==> config.mk <==
export PLATFORM = sky130hd
export DESIGN_NAME = alu_op_sequencer_flat
export DESIGN_NICKNAME = d
export VERILOG_FILES = /design/src/rtl/alu_seq_pkg.sv /design/src/rtl/alu_op_sequencer_if.sv /design/src/rtl/alu_op_decoder.sv /design/src/rtl/alu_op_sequencer.sv /design/src/flat_wrapper.sv
export SDC_FILE = /design/constraint.sdc
export NUM_CORES = 1
export LEC_CHECK = 0
export BUFFER_PORTS_ARGS = -buffer_cell sky130_fd_sc_hd__buf_2
export CAP_MARGIN = 15
export CORE_MARGIN = 1
export CORE_UTILIZATION = 35
export CTS_CLUSTER_DIAMETER = 60
export DETAILED_ROUTE_END_ITERATION = 16
export HOLD_SLACK_MARGIN = 0.15
export PLACE_DENSITY = 0.65
export SLEW_MARGIN = 10
export SYNTH_ARGS = -nofsm -noshare
export SYNTH_HDL_FRONTEND = slang
export SYNTH_SLANG_ARGS = --single-unit
==> constraint.sdc <==
create_clock -name clock -period 1.66 [get_ports clock]
set_input_delay 0.249 -clock clock [delete_from_list [all_inputs] [get_ports clock]]
set_output_delay 0.249 -clock clock [all_outputs]
set_load 0.02 [all_outputs]
==> src/rtl/alu_seq_pkg.sv <==
// Shared definitions for the ALU op sequencer: opcodes, alu_ctl strobe indices, FSM states.
package alu_seq_pkg;

    localparam int CTL_W = 14;

    localparam int CTL_ADD   = 0;
    localparam int CTL_SUB   = 1;
    localparam int CTL_MUL   = 2;
    localparam int CTL_DIV   = 3;
    localparam int CTL_AND   = 4;
    localparam int CTL_OR    = 5;
    localparam int CTL_SHR   = 6;
    localparam int CTL_SHRA  = 7;
    localparam int CTL_SHL   = 8;
    localparam int CTL_ROR   = 9;
    localparam int CTL_ROL   = 10;
    localparam int CTL_NEG   = 11;
    localparam int CTL_NOT   = 12;
    localparam int CTL_INCPC = 13;

    localparam logic [4:0] OP_ADD   = 5'b00011;
    localparam logic [4:0] OP_SUB   = 5'b00100;
    localparam logic [4:0] OP_SHR   = 5'b00101;
    localparam logic [4:0] OP_SHRA  = 5'b00110;
    localparam logic [4:0] OP_SHL   = 5'b00111;
    localparam logic [4:0] OP_ROR   = 5'b01000;
    localparam logic [4:0] OP_ROL   = 5'b01001;
    localparam logic [4:0] OP_AND   = 5'b01010;
    localparam logic [4:0] OP_OR    = 5'b01011;
    localparam logic [4:0] OP_MUL   = 5'b01111;
    localparam logic [4:0] OP_DIV   = 5'b10000;
    localparam logic [4:0] OP_NEG   = 5'b10001;
    localparam logic [4:0] OP_NOT   = 5'b10010;
    localparam logic [4:0] OP_INCPC = 5'b11111;

    typedef enum logic [1:0] {
        ST_IDLE = 2'd0,
        ST_EXEC = 2'd1,
        ST_RESP = 2'd2
    } state_e;

endpackage

==> src/rtl/alu_op_sequencer_if.sv <==
// Request/response handshake plus ALU-facing signals of the op sequencer.
interface alu_op_sequencer_if #(
    parameter int DATA_W = 32,
    parameter int OP_W   = 5
);
    logic                           req_valid;
    logic                           req_ready;
    logic [OP_W-1:0]                req_op;
    logic [DATA_W-1:0]              req_a;
    logic [DATA_W-1:0]              req_b;
    logic [DATA_W-1:0]              alu_A;
    logic [DATA_W-1:0]              alu_B;
    logic [alu_seq_pkg::CTL_W-1:0]  alu_ctl;
    logic [DATA_W-1:0]              alu_chigh;
    logic [DATA_W-1:0]              alu_clow;
    logic                           rsp_valid;
    logic                           rsp_ready;
    logic [DATA_W-1:0]              rsp_hi;
    logic [DATA_W-1:0]              rsp_lo;
    logic                           rsp_err;
    logic                           busy;

    modport slave (
        input  req_valid, req_op, req_a, req_b, alu_chigh, alu_clow, rsp_ready,
        output req_ready, alu_A, alu_B, alu_ctl, rsp_valid, rsp_hi, rsp_lo, rsp_err, busy
    );

    modport master (
        output req_valid, req_op, req_a, req_b, alu_chigh, alu_clow, rsp_ready,
        input  req_ready, alu_A, alu_B, alu_ctl, rsp_valid, rsp_hi, rsp_lo, rsp_err, busy
    );
endinterface

==> src/rtl/alu_op_decoder.sv <==
// Combinational CPU opcode -> one-hot ALU strobe decoder with MUL/DIV flags and legality.
module alu_op_decoder
    import alu_seq_pkg::*;
#(
    parameter int OP_W = 5
) (
    input  logic [OP_W-1:0]  op,
    output logic [CTL_W-1:0] onehot,
    output logic             is_mul,
    output logic             is_div,
    output logic             legal
);

    always_comb begin
        onehot = '0;
        legal  = 1'b1;
        case (5'(op))
            OP_ADD:   onehot[CTL_ADD]   = 1'b1;
            OP_SUB:   onehot[CTL_SUB]   = 1'b1;
            OP_SHR:   onehot[CTL_SHR]   = 1'b1;
            OP_SHRA:  onehot[CTL_SHRA]  = 1'b1;
            OP_SHL:   onehot[CTL_SHL]   = 1'b1;
            OP_ROR:   onehot[CTL_ROR]   = 1'b1;
            OP_ROL:   onehot[CTL_ROL]   = 1'b1;
            OP_AND:   onehot[CTL_AND]   = 1'b1;
            OP_OR:    onehot[CTL_OR]    = 1'b1;
            OP_MUL:   onehot[CTL_MUL]   = 1'b1;
            OP_DIV:   onehot[CTL_DIV]   = 1'b1;
            OP_NEG:   onehot[CTL_NEG]   = 1'b1;
            OP_NOT:   onehot[CTL_NOT]   = 1'b1;
            OP_INCPC: onehot[CTL_INCPC] = 1'b1;
            default:  legal             = 1'b0;
        endcase
        is_mul = onehot[CTL_MUL];
        is_div = onehot[CTL_DIV];
    end

endmodule

==> src/rtl/alu_op_sequencer.sv <==
// Multi-cycle controller in front of the combinational ALU: IDLE -> EXEC -> RESP.
// Optional ALU_DIV0_TRAP_EN: DIV by zero is reported as an error instead of being executed.
module alu_op_sequencer
    import alu_seq_pkg::*;
#(
    parameter int DATA_W     = 32,
    parameter int OP_W       = 5,
    parameter int MUL_CYCLES = 2,
    parameter int DIV_CYCLES = 32
) (
    input  logic               clock,
    input  logic               clear,
    alu_op_sequencer_if.slave  bus
);

    localparam int MAX_CYC = (MUL_CYCLES > DIV_CYCLES) ? MUL_CYCLES : DIV_CYCLES;
    localparam int CNT_W   = (MAX_CYC > 1) ? $clog2(MAX_CYC) : 1;

    state_e             state_q, state_d;
    logic [CNT_W-1:0]   cnt_q, cnt_d;
    logic [DATA_W-1:0]  a_q, a_d;
    logic [DATA_W-1:0]  b_q, b_d;
    logic [CTL_W-1:0]   ctl_q, ctl_d;
    logic               trap_q, trap_d;
    logic [DATA_W-1:0]  hi_q, hi_d;
    logic [DATA_W-1:0]  lo_q, lo_d;
    logic               err_q, err_d;
    logic               rsp_valid_q, rsp_valid_d;
    logic               req_ready_q, req_ready_d;
    logic               busy_q, busy_d;

    logic [CTL_W-1:0]   dec_onehot;
    logic               dec_is_mul;
    logic               dec_is_div;
    logic               dec_legal;
    logic               div0_trap;
    logic [CNT_W-1:0]   lat_m1;

    alu_op_decoder #(
        .OP_W (OP_W)
    ) u_dec (
        .op     (bus.req_op),
        .onehot (dec_onehot),
        .is_mul (dec_is_mul),
        .is_div (dec_is_div),
        .legal  (dec_legal)
    );

    always_comb begin
`ifdef ALU_DIV0_TRAP_EN
        div0_trap = dec_is_div && (bus.req_b == '0);
`else
        div0_trap = 1'b0;
`endif
        if (dec_is_mul)      lat_m1 = CNT_W'(MUL_CYCLES - 1);
        else if (dec_is_div) lat_m1 = CNT_W'(DIV_CYCLES - 1);
        else                 lat_m1 = '0;
    end

    // Illegal and trapped ops still spend one EXEC cycle, strobes off, so their
    // response appears one edge after accept just like a single-cycle op.
    always_comb begin
        state_d     = state_q;
        cnt_d       = cnt_q;
        a_d         = a_q;
        b_d         = b_q;
        ctl_d       = ctl_q;
        trap_d      = trap_q;
        hi_d        = hi_q;
        lo_d        = lo_q;
        err_d       = err_q;
        rsp_valid_d = rsp_valid_q;
        req_ready_d = req_ready_q;
        busy_d      = busy_q;
        case (state_q)
            ST_IDLE: begin
                if (bus.req_valid) begin
                    a_d         = bus.req_a;
                    b_d         = bus.req_b;
                    state_d     = ST_EXEC;
                    req_ready_d = 1'b0;
                    busy_d      = 1'b1;
                    if (dec_legal && !div0_trap) begin
                        cnt_d  = lat_m1;
                        ctl_d  = dec_onehot;
                        trap_d = 1'b0;
                    end else begin
                        cnt_d  = '0;
                        ctl_d  = '0;
                        trap_d = 1'b1;
                    end
                end
            end
            ST_EXEC: begin
                if (cnt_q != '0) begin
                    cnt_d = cnt_q - 1'b1;
                end else begin
                    ctl_d       = '0;
                    state_d     = ST_RESP;
                    rsp_valid_d = 1'b1;
                    err_d       = trap_q;
                    if (trap_q) begin
                        hi_d = '0;
                        lo_d = '0;
                    end else begin
                        lo_d = bus.alu_clow;
                        hi_d = (ctl_q[CTL_MUL] || ctl_q[CTL_DIV]) ? bus.alu_chigh : '0;
                    end
                end
            end
            ST_RESP: begin
                if (bus.rsp_ready) begin
                    state_d     = ST_IDLE;
                    rsp_valid_d = 1'b0;
                    req_ready_d = 1'b1;
                    busy_d      = 1'b0;
                end
            end
            default: begin
                state_d     = ST_IDLE;
                ctl_d       = '0;
                rsp_valid_d = 1'b0;
                req_ready_d = 1'b1;
                busy_d      = 1'b0;
            end
        endcase
    end

    always_ff @(posedge clock or negedge clear) begin
        if (!clear) begin
            state_q     <= ST_IDLE;
            cnt_q       <= '0;
            a_q         <= '0;
            b_q         <= '0;
            ctl_q       <= '0;
            trap_q      <= 1'b0;
            hi_q        <= '0;
            lo_q        <= '0;
            err_q       <= 1'b0;
            rsp_valid_q <= 1'b0;
            req_ready_q <= 1'b1;
            busy_q      <= 1'b0;
        end else begin
            state_q     <= state_d;
            cnt_q       <= cnt_d;
            a_q         <= a_d;
            b_q         <= b_d;
            ctl_q       <= ctl_d;
            trap_q      <= trap_d;
            hi_q        <= hi_d;
            lo_q        <= lo_d;
            err_q       <= err_d;
            rsp_valid_q <= rsp_valid_d;
            req_ready_q <= req_ready_d;
            busy_q      <= busy_d;
        end
    end

    assign bus.req_ready = req_ready_q;
    assign bus.alu_A     = a_q;
    assign bus.alu_B     = b_q;
    assign bus.alu_ctl   = ctl_q;
    assign bus.rsp_valid = rsp_valid_q;
    assign bus.rsp_hi    = hi_q;
    assign bus.rsp_lo    = lo_q;
    assign bus.rsp_err   = err_q;
    assign bus.busy      = busy_q;

endmodule

==> src/flat_wrapper.sv <==
// flat-port wrapper written by rule: the top's interface ports become plain ports
module alu_op_sequencer_flat import alu_seq_pkg::*;
#(
    parameter int DATA_W     = 32,
    parameter int OP_W       = 5,
    parameter int MUL_CYCLES = 2,
    parameter int DIV_CYCLES = 32
)
  (clock, clear, bus_req_valid, bus_req_op, bus_req_a, bus_req_b, bus_alu_chigh, bus_alu_clow, bus_rsp_ready, bus_req_ready, bus_alu_A, bus_alu_B, bus_alu_ctl, bus_rsp_valid, bus_rsp_hi, bus_rsp_lo, bus_rsp_err, bus_busy);
  alu_op_sequencer_if #(.DATA_W(DATA_W), .OP_W(OP_W)) bus_i ();
  input  logic clock;
  input  logic clear;
  input wire logic [$bits(bus_i.req_valid)-1:0] bus_req_valid;
  input wire logic [$bits(bus_i.req_op)-1:0] bus_req_op;
  input wire logic [$bits(bus_i.req_a)-1:0] bus_req_a;
  input wire logic [$bits(bus_i.req_b)-1:0] bus_req_b;
  input wire logic [$bits(bus_i.alu_chigh)-1:0] bus_alu_chigh;
  input wire logic [$bits(bus_i.alu_clow)-1:0] bus_alu_clow;
  input wire logic [$bits(bus_i.rsp_ready)-1:0] bus_rsp_ready;
  output wire logic [$bits(bus_i.req_ready)-1:0] bus_req_ready;
  output wire logic [$bits(bus_i.alu_A)-1:0] bus_alu_A;
  output wire logic [$bits(bus_i.alu_B)-1:0] bus_alu_B;
  output wire logic [$bits(bus_i.alu_ctl)-1:0] bus_alu_ctl;
  output wire logic [$bits(bus_i.rsp_valid)-1:0] bus_rsp_valid;
  output wire logic [$bits(bus_i.rsp_hi)-1:0] bus_rsp_hi;
  output wire logic [$bits(bus_i.rsp_lo)-1:0] bus_rsp_lo;
  output wire logic [$bits(bus_i.rsp_err)-1:0] bus_rsp_err;
  output wire logic [$bits(bus_i.busy)-1:0] bus_busy;
  assign bus_i.req_valid = bus_req_valid;
  assign bus_i.req_op = bus_req_op;
  assign bus_i.req_a = bus_req_a;
  assign bus_i.req_b = bus_req_b;
  assign bus_i.alu_chigh = bus_alu_chigh;
  assign bus_i.alu_clow = bus_alu_clow;
  assign bus_i.rsp_ready = bus_rsp_ready;
  assign bus_req_ready = bus_i.req_ready;
  assign bus_alu_A = bus_i.alu_A;
  assign bus_alu_B = bus_i.alu_B;
  assign bus_alu_ctl = bus_i.alu_ctl;
  assign bus_rsp_valid = bus_i.rsp_valid;
  assign bus_rsp_hi = bus_i.rsp_hi;
  assign bus_rsp_lo = bus_i.rsp_lo;
  assign bus_rsp_err = bus_i.rsp_err;
  assign bus_busy = bus_i.busy;
  alu_op_sequencer #(.DATA_W(DATA_W), .OP_W(OP_W), .MUL_CYCLES(MUL_CYCLES), .DIV_CYCLES(DIV_CYCLES)) u_core (.clock(clock), .clear(clear), .bus(bus_i));
endmodule
==> results of run 1 <==
[cell usage after synthesis (all sizes together)]
cell	count	share of area
a32o	3	0.0048
nor4b	1	0.0038
o22a	1	0.0014
nor4	1	0.0010
ha	1	0.0020
and2	1	0.0010
nand2b	36	0.036
nor2b	2	0.0020
o211a	1	0.0016
o21a	1	0.0012
a21oi	7	0.0056
o22ai	2	0.0030
xnor2	1	0.0014
nand2	313	0.19
o21ai	78	0.063
nand3	3	0.0024
dfrtp	153	0.62
buf	11	0.0097
a2bb2oi	1	0.0014
clkbuf	30	0.018
inv	7	0.0042
a22o	1	0.0014
nor3b	2	0.0024
a41oi	1	0.0014
or3b	1	0.0014
o31ai	5	0.0060
mux2	2	0.0042
nor2	9	0.0054
a31oi	1	0.0010
nor3	2	0.0016
dfstp	1	0.0042
[worst min-delay path, stage by stage]
cell	delay, ns
buf_2	0.11
nand2b_1	0.12
o21ai_1	0.07
[timing repair]
action | CTS | global route
setup buffers | 0 | 0
endpoints found under the setup margin | 0 | 76
endpoints found under the hold margin | 284 | 0
hold buffers | 133 | 0
gates resized for setup | 0 | 65
[metrics by stage]
| stage | instances | hold WS, ns |
|---|---|---|
| floorplan | 679 | -0.04659 |
| global placement | 1173 | 0.1985 |
| detailed placement | 1173 | 0.1954 |
| CTS | 1338 | 0.1616 |
| global route | 1350 | 0.1671 |
| finish | 1350 | 0.1717 |
[sequential cells by signal, indices dropped and copies added, names as in the netlist, 2 cells and up]
| register | cells |
|---|---|
| u_core.bus.rsp_lo | 32 |
| u_core.bus.alu_B | 32 |
| u_core.state_q | 2 |
| u_core.bus.rsp_hi | 32 |
| u_core.bus.alu_ctl | 14 |
| u_core.bus.alu_A | 32 |
| u_core.cnt_q | 5 |
[how the worst max path moves through the flow]
stage / to / cells after the start / start / slack, ns
finish: u_core.bus.alu_ctl[7]$_DFFE_PN0P_ / 4 / u_core.state_q[0]$_DFFE_PN0P_ / 0.04
global route: u_core.bus.rsp_lo[29]$_DFFE_PN0P_ / 7 / u_core.cnt_q[0]$_DFFE_PN0P_ / -0.10
CTS: u_core.bus.rsp_lo[24]$_DFFE_PN0P_ / 8 / u_core.cnt_q[1]$_DFFE_PN0P_ / 0.03
detailed placement: u_core.bus.rsp_lo[30]$_DFFE_PN0P_ / 8 / u_core.cnt_q[1]$_DFFE_PN0P_ / 0.04
global placement: u_core.trap_q$_DFFE_PN0P_ / 3 / u_core.state_q[1]$_DFFE_PN0P_ / 0.05
floorplan: u_core.bus.rsp_err$_DFFE_PN0P_ / 7 / u_core.cnt_q[0]$_DFFE_PN0P_ / -0.02
[layout make-up]
type | count | area [sq um] | share of cell area
multi-input cells | 478 | 2253 | 0.2185
repair buffers | 454 | 3311 | 0.3210
well taps | 225 | 281.5 | 0.02730
clock buffers | 19 | 442.9 | 0.04295
inverters | 7 | 26.28 | 0.002548
flip-flops and latches | 154 | 3855 | 0.3738
clock inverters | 13 | 143.9 | 0.01395
[cells by family (layout without fill, tap and decap cells)]
family                     count (synthesis)  after routing  share of synthesized area
buffers and inverters                     48            493                    0.03205
and+or+nand+nor                          371            372                     0.2472
AOI/OAI and AO/OA                        102            102                    0.09194
DFF                                      154            154                     0.6212
xor gates and xnor gates                   1              1                   0.001412
adders and majority gates                  1              1                   0.002016
muxes                                      2              2                   0.004233
[metal layers]
layer	vias up	global-route usage	wire (um)
li1	3035	-	-
met1	2925	0.2494	8291
met2	297	0.3504	10090
met3	36	0.05799	1572
met4	0	0.09301	552
met5	-	0	0
[power by group through the flow]
stage,logic [W],clock network [W],registers [W]
2_1_floorplan,0.00245,0,0.00799
3_3_place_gp,0.00695,0,0.00618
3_5_place_dp,0.00709,0,0.00619
4_1_cts,0.00731,0.00397,0.00617
5_1_grt,0.00871,0.00413,0.00640
6_report,0.00800,0.00388,0.00623
==> impl_metrics.ini, run 1 <==
[status]
outcome = finished, final reports clean

[critical_path]
worst-setup-path-type = flop to flop
crit_family = flip-flops
crit_path_cell_trace = buf_4, nand2b_1, o22ai_4, mux2_2
ff2ff_path_depth = 4
crit_fanout = 7
ff2ff_setup_slack_ns = 0.04
r2r_start = u_core.state_q[0]$_DFFE_PN0P_
reg2reg_to = u_core.bus.alu_ctl[7]$_DFFE_PN0P_
worst-path-buf-inv = 1
slowest_delay_ns = 0.43
end_kind = flop
cp_data_required_time_ns = 1.96
crit_arrival_ns = 1.92
slowest_stage = dfrtp_1
start_kind = flop

[power_and_ir_drop]
ir_drop_mv = 0.9512
power_per_cell_area_nw_per_um2 = 1755
swShare = 0.4107
power_frac_comb = 0.442
power.switching_w = 0.007437
intPower_w = 0.01067
finalPower_w = 0.01811
pwr-share-seq = 0.344
p_leak_nw = 5.400
p_clk_frac = 0.214

[placed_design]
place.gp.congestion = 0.7876
dp_hpwl_mm = 11.81
postPlaceCellArea_sq_um = 8070
pre_cts_ws_ns = 0.03884
port-buffer-count = 282

[worst_hold_path]
hold_start = bus_alu_clow[3]
min_path_type = input pin to flop
worstHoldPathCells = 3
hold_end = u_core.bus.rsp_lo[3]$_DFFE_PN0P_

[floorplan]
io_pins = 283
fp.dieW_um = 135.2
die-area_sq_um = 18270
rows = 48
core-area_sq_um = 17300
die_h_um = 135.2
initial_utilization = 0.3588

[cells_and_area]
final_cell_mix = nand2_1, buf_2, dfrtp_1
final_area_sq_um = 10310
drive_gt1_frac = 0.3342
fillCellCount = 1426
final_util = 0.5963
areaGrowthSynthToFinish_pct = 66.19
antenna_cells = 0
layout_commonest_cell = nand2_1
fin_nets = 1250

[route]
avgViaCountPerCell = 4.661
ant_nets = 0
routed_wl_mm = 20.50
drt-initial-drc-count = 309
drc = 0
firstDrtPassIters = 4
wl_per_cell_um = 15.19
num_vias = 6293

[clock_network]
cts_made_buffers = 17
cts_max_level = 4
tritoncts = yes
clk_path_buf_depth = 2
cts.sinks = 154
clk_pin_slew_ns = 0.06
clock-root-buffer = clkbuf_16
clkLatencyLatePin_ns = 0.42

[global_routing]
overflow = 0
grt_util_all_layers = 0.2088
grt_pass1_wl_mm = 29.56
grt_pass1_vias = 6055
antenna_found_initial = 0
grt_start_max_net_pins = 101

[yosys]
ys_seq_elements = 154
synth_cell_type_count = 37
ys_seq_area_frac = 0.6212
synth_area_sq_um = 6206
synth_warnings = 0
synth_area_per_cell_sq_um = 9.140
syn_inst = 679
syn-num-nets = 817

[timing]
tns_ns = 0
finalHoldViolations = 0
relSlewSlack = 0.6976
period_minus_slack_ns = 1.622
final-max-slew-violation-count = 0
postLayoutSetupSlackWorst_ns = 0.03754
worstMarginPinSlew_ns = 0.4516
finalSetupViolCount = 0
fin_skew_ns = 0.009926
timing.fmax_mhz = 616.3
rsz0062_at_grt = yes
period_share = 0.9774

[run]
maxCapViolCount = 0
Note: power is estimated with default switching activity, not from simulation.
==> run 2: changes to the inputs <==
Settings changed: RECOVER_POWER set to 100, TNS_END_PERCENT set to 10.
==> run 2 against run 1 <==
Effect of this change:
- flip-flop and latch count unchanged
- fmax about the same
- final cell count unchanged
- wire length up 0.11%
- critical path depth unchanged
- clock skew up 0.00060 ns
- total power down 2.4%
- non-clock buffer count unchanged
- final area down 2.5%
- hold slack worse by 0.0016 ns
- clock power about the same
- register-to-register slack about the same
- largest power group unchanged
==> impl_metrics.ini, run 2 (synthesis gave the netlist of run 1 again) <==
[status]
outcome = finished, final reports clean

[critical_path]
crit_fanout = 7
worst-setup-path-type = flop to flop
worst-path-buf-inv = 1
cp_data_required_time_ns = 1.96
crit_path_cell_trace = buf_4, nand2b_1, o22ai_4, mux2_2
crit_family = flip-flops
slowest_delay_ns = 0.43
crit_arrival_ns = 1.92
end_kind = flop
ff2ff_setup_slack_ns = 0.04
start_kind = flop
slowest_stage = dfrtp_1

[cells_and_area]
layout_commonest_cell = nand2_1
antenna_cells = 0
areaGrowthSynthToFinish_pct = 62.04
final_cell_mix = nand2_1, dfrtp_1, clkbuf_1
fin_nets = 1250
drive_gt1_frac = 0.2018
final_cells = 1350

[timing]
timing.fmax_mhz = 616.5
period_minus_slack_ns = 1.622
final-max-slew-violation-count = 0
finalSetupViolCount = 0
postLayoutSetupSlackWorst_ns = 0.03805
relSlewSlack = 0.3356
worstMarginPinSlew_ns = 0.9966
rsz0062_at_grt = yes
finalHoldViolations = 0
period_share = 0.9771
fin_skew_ns = 0.01053

[placed_design]
pre_cts_ws_ns = 0.03884
dp_hpwl_mm = 11.81
place.gp.congestion = 0.7876
dp.cells = 1173
port-buffer-count = 282

[floorplan]
fp.dieW_um = 135.2
initial_utilization = 0.3588
rows = 48
die_h_um = 135.2
die-area_sq_um = 18270
io_pins = 283
core-area_sq_um = 17300

[route]
firstDrtPassIters = 5
num_vias = 6308
avgViaCountPerCell = 4.673
ant_nets = 0
drt-initial-drc-count = 323
drc = 0
routed_wl_mm = 20.53
wl_per_cell_um = 15.20

[power_and_ir_drop]
p_leak_nw = 4.860
ir_drop_mv = 0.9048
finalPower_w = 0.01768
power.switching_w = 0.007465
p_clk_frac = 0.220
pwr-share-seq = 0.354
power_per_cell_area_nw_per_um2 = 1758
swShare = 0.4224
power_frac_comb = 0.426
intPower_w = 0.01021

[global_routing]
overflow = 0
grt_util_all_layers = 0.2088
antenna_found_initial = 0
grt_pass1_wl_mm = 29.56
grt_pass1_vias = 6055
grt_start_max_net_pins = 101

[clock_network]
cts_made_buffers = 17
cts.sinks = 154
cts_max_level = 4
clk_path_buf_depth = 2
clkLatencyLatePin_ns = 0.42
tritoncts = yes
clock-root-buffer = clkbuf_16
clk_pin_slew_ns = 0.06

[run]
maxCapViolCount = 0

[worst_hold_path]
min_path_type = input pin to flop
run 2: cell count changes in the layout (fill, tap and decap cells not counted), sizes merged:
| cell | delta |
|---|---|
| buf | -152 |
| clkbuf | +152 |
run 2: layout make-up:
cell class | count | area [sq um]
inverters | 7 | 26.28
fillers | 1523 | 7241
well taps | 225 | 281.5
repair buffers | 454 | 3058
clock inverters | 13 | 143.9
multi-input cells | 478 | 2248
clock buffers | 19 | 442.9
flip-flops and latches | 154 | 3855
run 2: what timing repair did:
action                                  in CTS  in global routing
endpoints found under the setup margin       0                 76
gates resized for setup                      0                 63
buffers inserted                             0                  0
hold buffers                               133                  0
endpoints found under the hold margin      284                  0
run 2: power groups by stage:
| stage | clock network, W | logic (W) | registers (W) |
|---|---|---|---|
| after detailed placement | 0 | 0.00709 | 0.00619 |
| after global placement | 0 | 0.00695 | 0.00618 |
| final | 0.00388 | 0.00754 | 0.00626 |
| after CTS | 0.00397 | 0.00731 | 0.00617 |
| after global routing | 0.00413 | 0.00824 | 0.00644 |
| after floorplan | 0 | 0.00245 | 0.00799 |
run 2: path summary, 6_finish.rpt:
| kind | startpoint | endpoint | cells after the start |
|---|---|---|---|
| worst max register to register | u_core.state_q[0]$_DFFE_PN0P_ | u_core.bus.alu_ctl[7]$_DFFE_PN0P_ | 4 |
| worst min-delay path | bus_alu_clow[3] | u_core.bus.rsp_lo[3]$_DFFE_PN0P_ | 3 |
| max in group asynchronous | clear | u_core.bus.rsp_hi[12]$_DFFE_PN0P_ | 3 |
| worst min register to register | u_core.bus.alu_B[22]$_DFFE_PN0P_ | u_core.bus.alu_B[22]$_DFFE_PN0P_ | 2 |
| worst max-delay path | u_core.state_q[0]$_DFFE_PN0P_ | u_core.bus.alu_ctl[7]$_DFFE_PN0P_ | 4 |
| min in group asynchronous | clear | u_core.bus.alu_A[14]$_DFFE_PN0P_ | 2 |
run 2: metrics by stage:
step | hold WS, ns | area (sq um) | setup TNS, ns | util
floorplan | -0.04659 | 6215 | -0.02210 | -
global placement | 0.1985 | 8070 | 0 | 0.4666
detailed placement | 0.1954 | 8070 | 0 | 0.4666
CTS | 0.1616 | 9988 | 0 | 0.5775
global route | 0.1671 | 10060 | -0.6721 | 0.5814
finish | 0.1702 | 10060 | 0 | 0.5814
run 2: tightest hold or removal path: cells and delay by family:
kind,cells,cell delay (ns)
compound gates,1,0.07
buf+inv,1,0.11
simple gates,1,0.12
run 2: metal layers:
| metal | global-route usage | part of all wire |
|---|---|---|
| met4 | 0.09301 | 0.031 |
| met5 | 0 | 0 |
| met2 | 0.3504 | 0.49 |
| met3 | 0.05799 | 0.072 |
| met1 | 0.2494 | 0.41 |
==> run 3: changes to the inputs <==
Settings changed: ABC_AREA set to 1.
==> run 3 against run 2 <==
Effect of this change:
- hold slack improved by 0.017 ns
- wire length fell by 4.8%
- critical path depth rose by 6
- final area fell by 3.1%
- core utilization fell by 0.19 points
- synthesized cell count rose by 4.0%
- total power fell by 7.5%
- non-clock buffer count fell by 19
- clock skew fell by 0.0029 ns
- sequential power fell by 6.7%
- first-iteration DRC count rose by 1.9%
- largest cell class unchanged
==> impl_metrics.ini, run 3 <==
[status]
outcome = finished, final reports clean

[yosys]
syn-num-nets = 844
synth_area_per_cell_sq_um = 8.672
ys_seq_area_frac = 0.6297
synth_cell_type_count = 24
synth.area.top_cells = dfrtp_1, nand2_1, o21ai_0
synth_area_sq_um = 6122
synth-main-ff-cell = dfrtp_1
synth_warnings = 0
synth_common_cells = nand2_1, dfrtp_1, o21ai_0
syn_inst = 706
async_flop_share = 1.000
synth.largest_area_cell = dfrtp_1
yosys.area.top_type_share = 0.6254
ys_seq_elements = 154
synth-edff-count = 0
synth.most_common_cell = nand2_1

[timing]
finalSetupViolCount = 0
tns_ns = 0
finalHoldViolations = 0
worstMarginPinSlew_ns = 1.051
period_share = 0.9833
final-max-slew-violation-count = 0
timing.fmax_mhz = 612.7
fin_skew_ns = 0.007619
relSlewSlack = 0.2996
rsz0062_at_grt = yes
period_minus_slack_ns = 1.632

[clock_network]
tritoncts = yes
clk_path_buf_depth = 2
clk_pin_slew_ns = 0.06
cts_max_level = 4
cts_made_buffers = 17
clkLatencyLatePin_ns = 0.41
cts.sinks = 154
clock-root-buffer = clkbuf_16

[route]
ant_nets = 0
routed_wl_mm = 19.55
avgViaCountPerCell = 4.582
firstDrtPassIters = 5
drc = 0
drt-initial-drc-count = 329
wl_per_cell_um = 14.37
num_vias = 6231

[critical_path]
cp_data_required_time_ns = 2.02
crit_path_cell_trace = inv_2, ha_4, inv_2, nor3_4, nand3_4, nor2_4, buf_12, clkbuf_16, nand2_1, nand2_1
worst-path-buf-inv = 4
worst-setup-path-type = flop to flop
crit_arrival_ns = 1.99
crit_fanout = 8
crit_family = simple AND/OR/NAND/NOR gates
slowest_delay_ns = 0.40
end_kind = flop
start_kind = flop
slowest_stage = dfrtp_1

[cells_and_area]
areaGrowthSynthToFinish_pct = 59.19
drive_gt1_frac = 0.1798
fin_nets = 1267
final_util = 0.5795
antenna_cells = 0
regArea_sq_um = 3855
final_area_sq_um = 9746
layout_commonest_cell = nand2_1
fillCellCount = 1549
multi_input_area_sq_um = 2052
final_cell_mix = nand2_1, dfrtp_1, clkbuf_1

[global_routing]
grt_pass1_vias = 6130
grt_pass1_wl_mm = 30.22
overflow = 0
grt_start_max_net_pins = 70
antenna_found_initial = 0
grt_util_all_layers = 0.2142

[placed_design]
dp_hpwl_mm = 11.89
postPlaceCellArea_sq_um = 7878
place.gp.congestion = 0.7797
port-buffer-count = 282

[power_and_ir_drop]
ir_drop_mv = 0.8037
power_per_cell_area_nw_per_um2 = 1677
p_leak_nw = 4.907

[floorplan]
die-area_sq_um = 18020
core-area_sq_um = 16820
rows = 47
die_h_um = 134.3
fp.dieW_um = 134.3
io_pins = 283
initial_utilization = 0.3640

[run]
maxCapViolCount = 0

[worst_hold_path]
min_path_type = input pin to flop
## run 3: routing by layer
metal  vias to the layer above  wire length, um  global-route usage
met4                         0              285             0.07179
met3                        21             1599             0.06425
met5                         -                0                   0
met1                      2922             8298              0.2672
li1                       3016                -                   -
met2                       272             9362              0.3543
## run 3: repair_timing
item,4_1_cts,5_1_grt
hold buffers,133,0
setup buffers,0,3
setup endpoints to repair,0,89
gates resized for setup,0,13
endpoints found under the hold margin,286,0
## run 3: cell families after synthesis
logic type / count (synthesis) / share of synthesized area
buffers and inverters: 53 / 0.03924
flip-flops: 154 / 0.6297
adder cells (fa/ha/maj): 1 / 0.002043
AND/OR/NAND/NOR: 445 / 0.2839
AO/OA/AOI/OAI: 53 / 0.04517
## run 3: metrics by stage
step / setup slack [ns] / std cells / hold slack [ns] / power [W]
final: 0.02780 / 1360 / 0.1875 / 0.01634
after global placement: 0.06877 / 1191 / 0.1996 / 0.01184
after detailed placement: 0.06720 / 1191 / 0.2025 / 0.01193
after global routing: -0.06802 / 1360 / 0.1851 / 0.01736
after floorplan: 0.1604 / 706 / -0.04659 / 0.009628
after CTS: 0.04687 / 1354 / 0.1528 / 0.01648
## run 3: path summary, 6_finish.rpt
kind / to / slack (ns) / depth (start not counted) / startpoint
max: u_core.bus.rsp_lo[22]$_DFFE_PN0P_ / 0.03 / 10 / u_core.cnt_q[0]$_DFFE_PN0P_
min: u_core.bus.alu_ctl[0]$_DFFE_PN0P_ / 0.19 / 4 / bus_req_op[2]
max reg2reg: u_core.bus.rsp_lo[22]$_DFFE_PN0P_ / 0.03 / 10 / u_core.cnt_q[0]$_DFFE_PN0P_
min reg2reg: u_core.bus.rsp_lo[5]$_DFFE_PN0P_ / 0.47 / 2 / u_core.bus.rsp_lo[5]$_DFFE_PN0P_
max in group asynchronous: u_core.bus.req_ready$_DFFE_PN1P_ / 0.17 / 3 / clear
min in group asynchronous: u_core.bus.alu_A[27]$_DFFE_PN0P_ / 0.57 / 2 / clear
## run 3: final cells by class
type	count	share of cell area
clock buffers	18	0.04404
clock inverters	12	0.02054
inverters	22	0.008730
multi-input cells	499	0.2106
flip-flops and latches	154	0.3956
well taps	220	0.02824
repair buffers	435	0.2923
## run 3: power breakdown
group	total [W]	internal, W	switching (W)
clock	0.00419	0.00265	0.00154
combinational	0.00631	0.00199	0.00432
sequential	0.00584	0.00506	0.000785
total	0.0163	0.00970	0.00665
## run 3: tightest hold or removal path: cells and delay by family
| kind | cells | cell delay, ns |
|---|---|---|
| buffers and inverters | 2 | 0.18 |
| AOI/OAI and AO/OA | 1 | 0.07 |
| and+or+nand+nor | 1 | 0.06 |
